--- config.mk ---
export PLATFORM = sky130hd
export DESIGN_NAME = sdram_cmd_arbiter
export DESIGN_NICKNAME = d
export VERILOG_FILES = /design/src/rtl/sdram_arb_pkg.sv /design/src/rtl/tag_fifo.sv /design/src/rtl/sdram_cmd_arbiter.sv
export SDC_FILE = /design/constraint.sdc
export NUM_CORES = 1
export LEC_CHECK = 0
export CORE_MARGIN = 10
export CORE_UTILIZATION = 30
export CTS_BUF_LIST = sky130_fd_sc_hd__clkbuf_16
export CTS_CLUSTER_DIAMETER = 60
export CTS_CLUSTER_SIZE = 40
export DETAILED_ROUTE_END_ITERATION = 16
export HOLD_SLACK_MARGIN = 0.06
export PLACE_DENSITY_LB_ADDON = 0.25
export RECOVER_POWER = 50
export SYNTH_ARGS = -nofsm -noshare
export SYNTH_HDL_FRONTEND = slang
export SYNTH_SLANG_ARGS = --single-unit
--- constraint.sdc ---
create_clock -name clk -period 5.49 [get_ports clk]
set_input_delay 1.3725 -clock clk [delete_from_list [all_inputs] [get_ports clk]]
set_output_delay 1.3725 -clock clk [all_outputs]
set_load 0.005 [all_outputs]
--- src/rtl/sdram_arb_pkg.sv ---
// sdram_arb_pkg: shared types and widths for the SDRAM command arbiter.
package sdram_arb_pkg;
  localparam int SDRAM_ADDR_W = 24;
  localparam int SDRAM_DATA_W = 16;
  typedef struct packed {
    logic                    we;
    logic [SDRAM_ADDR_W-1:0] addr;
    logic [SDRAM_DATA_W-1:0] data;
  } sdram_cmd_t;
  typedef enum logic [1:0] {RET_IDLE, RET_POP, RET_CAP} ret_state_t;
endpackage

--- src/rtl/tag_fifo.sv ---
// tag_fifo: first-word-fall-through FIFO of read-issuer indices.
module tag_fifo #(
  parameter int W          = 2,
  parameter int DEPTH_LOG2 = 4
) (
  input  logic         clk,
  input  logic         rst_i,
  input  logic         push_i,
  input  logic         pop_i,
  input  logic [W-1:0] din_i,
  output logic [W-1:0] head,
  output logic         full,
  output logic         empty
);
  logic [W-1:0]          mem_q [2**DEPTH_LOG2];
  logic [DEPTH_LOG2-1:0] wp_q, rp_q;
  logic [DEPTH_LOG2:0]   cnt_q;
  logic                  do_push, do_pop;
  assign do_push = push_i && !full;
  assign do_pop  = pop_i && !empty;
  assign head    = mem_q[rp_q];
  assign full    = cnt_q[DEPTH_LOG2];
  assign empty   = cnt_q == '0;
  always_ff @(posedge clk or posedge rst_i) begin
    if (rst_i) begin
      wp_q  <= '0;
      rp_q  <= '0;
      cnt_q <= '0;
    end else begin
      wp_q  <= wp_q + DEPTH_LOG2'(do_push);
      rp_q  <= rp_q + DEPTH_LOG2'(do_pop);
      cnt_q <= cnt_q + (DEPTH_LOG2+1)'(do_push) - (DEPTH_LOG2+1)'(do_pop);
    end
  end
  always_ff @(posedge clk) if (do_push) mem_q[wp_q] <= din_i;
endmodule

--- src/rtl/sdram_cmd_arbiter.sv ---
// sdram_cmd_arbiter: round-robin command arbiter with in-order read-data return routing.
module sdram_cmd_arbiter
  import sdram_arb_pkg::*;
#(
  parameter int N_REQ          = 3,
  parameter int TAG_DEPTH_LOG2 = 4
) (
  input  logic                                clk,
  input  logic                                rst_i,
  input  logic [N_REQ-1:0]                    req_i,
  input  logic [N_REQ-1:0]                    we_i,
  input  logic [N_REQ-1:0][SDRAM_ADDR_W-1:0]  addr_i,
  input  logic [N_REQ-1:0][SDRAM_DATA_W-1:0]  wdata_i,
  output logic [N_REQ-1:0]                    gnt_o,
  output logic [SDRAM_DATA_W-1:0]             rdata_o,
  output logic [N_REQ-1:0]                    rvalid_o,
  output logic [40:0]                         cmd_d_o,
  output logic                                cmd_enq_o,
  input  logic                                cmd_alm_full_i,
  input  logic [SDRAM_DATA_W-1:0]             rd_q_i,
  output logic                                rd_deq_o,
  input  logic                                rd_empty_i
);
  localparam int IDX_W = $clog2(N_REQ);
  logic [IDX_W-1:0]        rr_q, rr_d, win, tag_head;
  logic [N_REQ-1:0]        elig, gnt_q, gnt_d, rvalid_q, rvalid_d;
  logic                    found, tag_full, tag_empty, tag_pop, start;
  logic                    enq_q, deq_q;
  logic [SDRAM_DATA_W-1:0] rdata_q, rdata_d;
  sdram_cmd_t              cmd_q, cmd_d;
  ret_state_t              state_q, state_d;
  int                      j;
  assign elig = req_i & ~gnt_q & (we_i | {N_REQ{!tag_full}}) & {N_REQ{!cmd_alm_full_i}};
  // First eligible index scanning upward from rr, wrapping at N_REQ.
  always_comb begin
    win   = '0;
    found = 1'b0;
    j     = 0;
    for (int i = 0; i < N_REQ; i++) begin
      j = int'(rr_q) + i;
      if (j >= N_REQ) j = j - N_REQ;
      if (!found && elig[j]) begin
        found = 1'b1;
        win   = IDX_W'(j);
      end
    end
    rr_d  = !found ? rr_q : (win == IDX_W'(N_REQ - 1)) ? '0 : win + IDX_W'(1);
    gnt_d = found ? N_REQ'(1) << win : '0;
    cmd_d = found ? {we_i[win], addr_i[win], wdata_i[win]} : cmd_q;
  end
  // Return path: dequeue, wait one cycle for FIFO q latency, then capture and route.
  always_comb begin
    start    = state_q == RET_IDLE && !rd_empty_i && !tag_empty;
    tag_pop  = state_q == RET_CAP;
    state_d  = start ? RET_POP : (state_q == RET_POP) ? RET_CAP : RET_IDLE;
    rvalid_d = tag_pop ? N_REQ'(1) << tag_head : '0;
    rdata_d  = tag_pop ? rd_q_i : rdata_q;
  end
  always_ff @(posedge clk or posedge rst_i) begin
    if (rst_i) begin
      rr_q     <= '0;
      gnt_q    <= '0;
      enq_q    <= 1'b0;
      cmd_q    <= '0;
      state_q  <= RET_IDLE;
      deq_q    <= 1'b0;
      rvalid_q <= '0;
      rdata_q  <= '0;
    end else begin
      rr_q     <= rr_d;
      gnt_q    <= gnt_d;
      enq_q    <= found;
      cmd_q    <= cmd_d;
      state_q  <= state_d;
      deq_q    <= start;
      rvalid_q <= rvalid_d;
      rdata_q  <= rdata_d;
    end
  end
  tag_fifo #(.W(IDX_W), .DEPTH_LOG2(TAG_DEPTH_LOG2)) u_tag_fifo (
    .clk   (clk),
    .rst_i (rst_i),
    .push_i(found && !we_i[win]),
    .pop_i (tag_pop),
    .din_i (win),
    .head  (tag_head),
    .full  (tag_full),
    .empty (tag_empty)
  );
  assign gnt_o     = gnt_q;
  assign cmd_enq_o = enq_q;
  assign cmd_d_o   = cmd_q;
  assign rd_deq_o  = deq_q;
  assign rvalid_o  = rvalid_q;
  assign rdata_o   = rdata_q;
endmodule

==> results by group <==
Power and ir drop
  – Sw Share: 0.320
  – Psw: 0.00141 W
  – Comb pwr share: 0.421
  – Sequential share of power: 0.326
  – Clk pwr share: 0.253
  – Internal cell power: a little under 0.003 W
  – Power density over the cells: 546 mW/mm^2
  – LEAKAGE: 3.19 nW
  – Worst ir drop on vdd: 271 uV

Detailed routing
  – Vias per cell: about 5.0
  – Drt wl/cell: 19.6 microns
  – Post-route ant nets: 0
  – Drt first pass iters: 5
  – Drt first-iter violations: 183
  – Drt total wl: 15900 microns
  – Vias: 4009
  – DRC: 0

GRT
  – Gr busiest metal: met2
  – Met3 GRT Util: 0.0576
  – Largest net degree at the start of global routing: 59
  – First-pass GRT wire length: 24200 microns
  – Number of global-route vias before repair: 4365
  – Met1 usage: 0.159
  – Grt met2 use: 0.219
  – Initial antenna violation count: 0
  – Tot GR Track Use: 0.137
  – Congestion Overflow GR: 0

Worst setup path
  – Startpoint Class: input pin
  – Worst path max stage delay: 560 ps
  – CP endpoint kind: register
  – R2R Path Start: rr_q[0]
  – Most frequent CP cell: nor2_1
  – WS Path Type: input pin to register
  – Reg-to-Reg End: u_tag_fifo.cnt_q[4]
  – WP buf/inv: 2
  – CP cell instances: clkdlybuf4s50_1 > and2b_1 > o21ai_0 > a2111oi_4 > buf_4 > a221o_1 > nor2_1 > ha_1 > fa_1 > a21oi_1 > nor2_1 > nor2_1 > xnor2_1
  – Kind of cell adding the most delay to the critical path: compound AO/OA/AOI/OAI gates
  – Worst R2R Path Depth: 13
  – Crit-path slowest cell: buf_4
  – Crit Path Max Fanout: just under 60
  – CP Data Arrival Time: 4670 ps
  – Worst path required time: approximately 5800 ps
  – R2r setup slk: 2000 ps

Min path
  – Min-Delay Path Class: register to register
  – Hold Path Cell Cnt: 1
  – WHS Endpoint: state_q[1]
  – Worst Hold Launch: state_q[1]

Synth
  – Asr flop ratio synth: 0.717
  – Post-synth top area cell: dfrtp_1
  – Post-Syn Nets: 524
  – Seq cells post-synth: ~110
  – Synth top area share: 0.392
  – Netlist cell types: 46
  – Synth warn: 0
  – Number of synthesized flops with an enable pin: 32
  – Sequential fraction of the synthesis area: 0.578
  – Syn_area_per_cell: 14.2 sq um
  – Cell count after synthesis: 365
  – Most used DFF post-synth: dfrtp_1
  – Main area contributors after synthesis: dfrtp_1 (39%), edfxtp_1 (19%), a221o_1 (7.6%)
  – Post-Syn Area: 0.00516 sq mm

Clocking
  – CTS tree: built
  – Htree depth: 4
  – Root buf cell: clkbuf_16
  – Post-CTS resize count: 0
  – Post CTS Setup Buffer Count: 0
  – CTS buffer count: 17
  – Clock transition at path regs: 50 ps
  – CTS sink count: 113
  – Hold_buf cts: 0
  – Clock Latency Late Sink: around 400 ps
  – CTS Buffer Depth: 2

Die
  – Io pins: 211
  – Core Region: 0.0167 sq mm
  – Chip width: approximately 150 microns
  – Area of the die: 0.0229 sq mm
  – Chip Height: around 150 microns
  – Initial Utilization: 0.309
  – FP Rows: 47

Status
  – Outcome: complete, but fails checks
  – Failing checks: max-capacitance violations, max-slew violations

Timing
  – Worst Skew: 6.53 ps
  – Slew Limit Fails: 104
  – Slew headroom: -0.546
  – Hold Violations, Final: 0
  – Hold WS: between 400 and 500 ps
  – Fmax: 230 MHz
  – Tmin final: 4340 ps
  – Setup violations, final: 0
  – Total negative setup slack: 0 ps
  – Crit share post-route: 0.791
  – RSZ-0062 raised after global routing: false
  – Slew @ Worst Pin: 2310 ps

Place
  – Gp weighted congestion: 0.804
  – DP HPWL: 12200 microns
  – IO Port Bufs: between 200 and 250

Cells and area
  – Ratio of cells with drive above 1 in the final layout: 0.133
  – Post-Route Utilization: 0.481
  – Synth-to-layout area growth: 55.5%
  – Layout Nets: between 700 and 800
  – Antenna diodes: 0

Flow run
  – Max_cap viols: 3
## cell usage after synthesis (4+ instances only)
library cell and n:
nand2_1 7, mux2_2 22, inv_1 11, a221o_1 39
dfrtp_1 81, and2_1 6, nor2_1 9, edfxtp_1 32
xor2_1 4, mux4_2 9, xnor2_1 4, a22o_1 34
nor4_1 15, clkbuf_1 18, ha_1 12, buf_6 7
nand2b_1 6
## final cells by class
type,count,area [sq um]
Timing Repair Buffer,216,2140
Inverter,11,42.5
Fill cell,1472,8670
Clock buffer,17,425
Clock inverter,15,174
Sequential cell,113,2990
Multi-Input combinational cell,215,1990
Tap cell,220,275
## placed cells by master, fill, tap and decap left out, types with 11 or more instances in the layout
master / Yosys / final
dlygate4sd3_1: 0 / 40
inv_1: 11 / 11
clkbuf_16: 0 / 17
dfrtp_1: 81 / 81
a22o_1: 34 / 34
edfxtp_1: 32 / 32
clkdlybuf4s50_1: 0 / 170
nor4_1: 15 / 15
mux2_2: 22 / 22
a221o_1: 39 / 39
ha_1: 12 / 12
## worst register-to-register path, delay by kind of cell, from the launching register on
kind,cells,cell delay (ps)
AOI/OAI and AO/OA,4,1080
xor gates and xnor gates,1,130
adders and majority gates,3,970
buffers and inverters,2,620
DFF,1,380
and+or+nand+nor,3,240
## layer usage
metal  part of all wire  routed length (microns)
met1               0.39                     6240
met2               0.51                     8010
met3              0.085                     1350
met4              0.016                      252
met5                  0                        0
## worst max path at each step
stage                               from  cells past startpoint                   to  slack (ps)
final                            we_i[0]                     13  u_tag_fifo.cnt_q[4]        1150
after global routing               rst_i                      3           cmd_d_o[3]         530
after CTS                        we_i[0]                     13  u_tag_fifo.cnt_q[4]        1210
after detailed placement         we_i[0]                     13  u_tag_fifo.cnt_q[4]         780
after global placement           we_i[0]                     13  u_tag_fifo.cnt_q[4]         870
after floorplan           cmd_alm_full_i                     14  u_tag_fifo.cnt_q[4]        1340
## power groups by stage
stage                     clock, W  sequential (W)  combinational (W)
after global routing       0.00118         0.00147            0.00203
final                      0.00111         0.00143            0.00185
after detailed placement         0         0.00145            0.00193
after global placement           0         0.00144            0.00189
after CTS                  0.00113         0.00144            0.00194
after floorplan                  0         0.00139            0.00111
## per-stage QoR
stage / total power (W) / setup WS (ps) / instances / area, sq um
after floorplan: 0.00250 / 1340 / 365 / 5160
after global placement: 0.00333 / 873 / 775 / 7440
after detailed placement: 0.00337 / 776 / 775 / 7440
after CTS: 0.00451 / 1210 / 807 / 8040
after global routing: 0.00468 / 531 / 807 / 8030
final: 0.00439 / 1150 / 807 / 8030
## kinds of logic after synthesis
kind of cell | after synthesis | share of synthesized area
fa+ha+maj | 13 | 0.0329
compound gates | 93 | 0.165
buf+inv | 37 | 0.0373
xor+xnor | 8 | 0.0136
simple gates | 69 | 0.0838
mux | 32 | 0.0891
flops | 113 | 0.578
## flip-flops by register name, summed over array words and instances, names as in the netlist
name / cells
u_tag_fifo.cnt_q: 5
cmd_d_o: 41
rvalid_o: 3
state_q: 2
u_tag_fifo.rp_q: 4
u_tag_fifo.wp_q: 4
cmd_enq_o: 1
rr_q: 2
gnt_o: 3
rdata_o: 16
u_tag_fifo.mem_q: 32
Power figures use the tool's default switching activity.
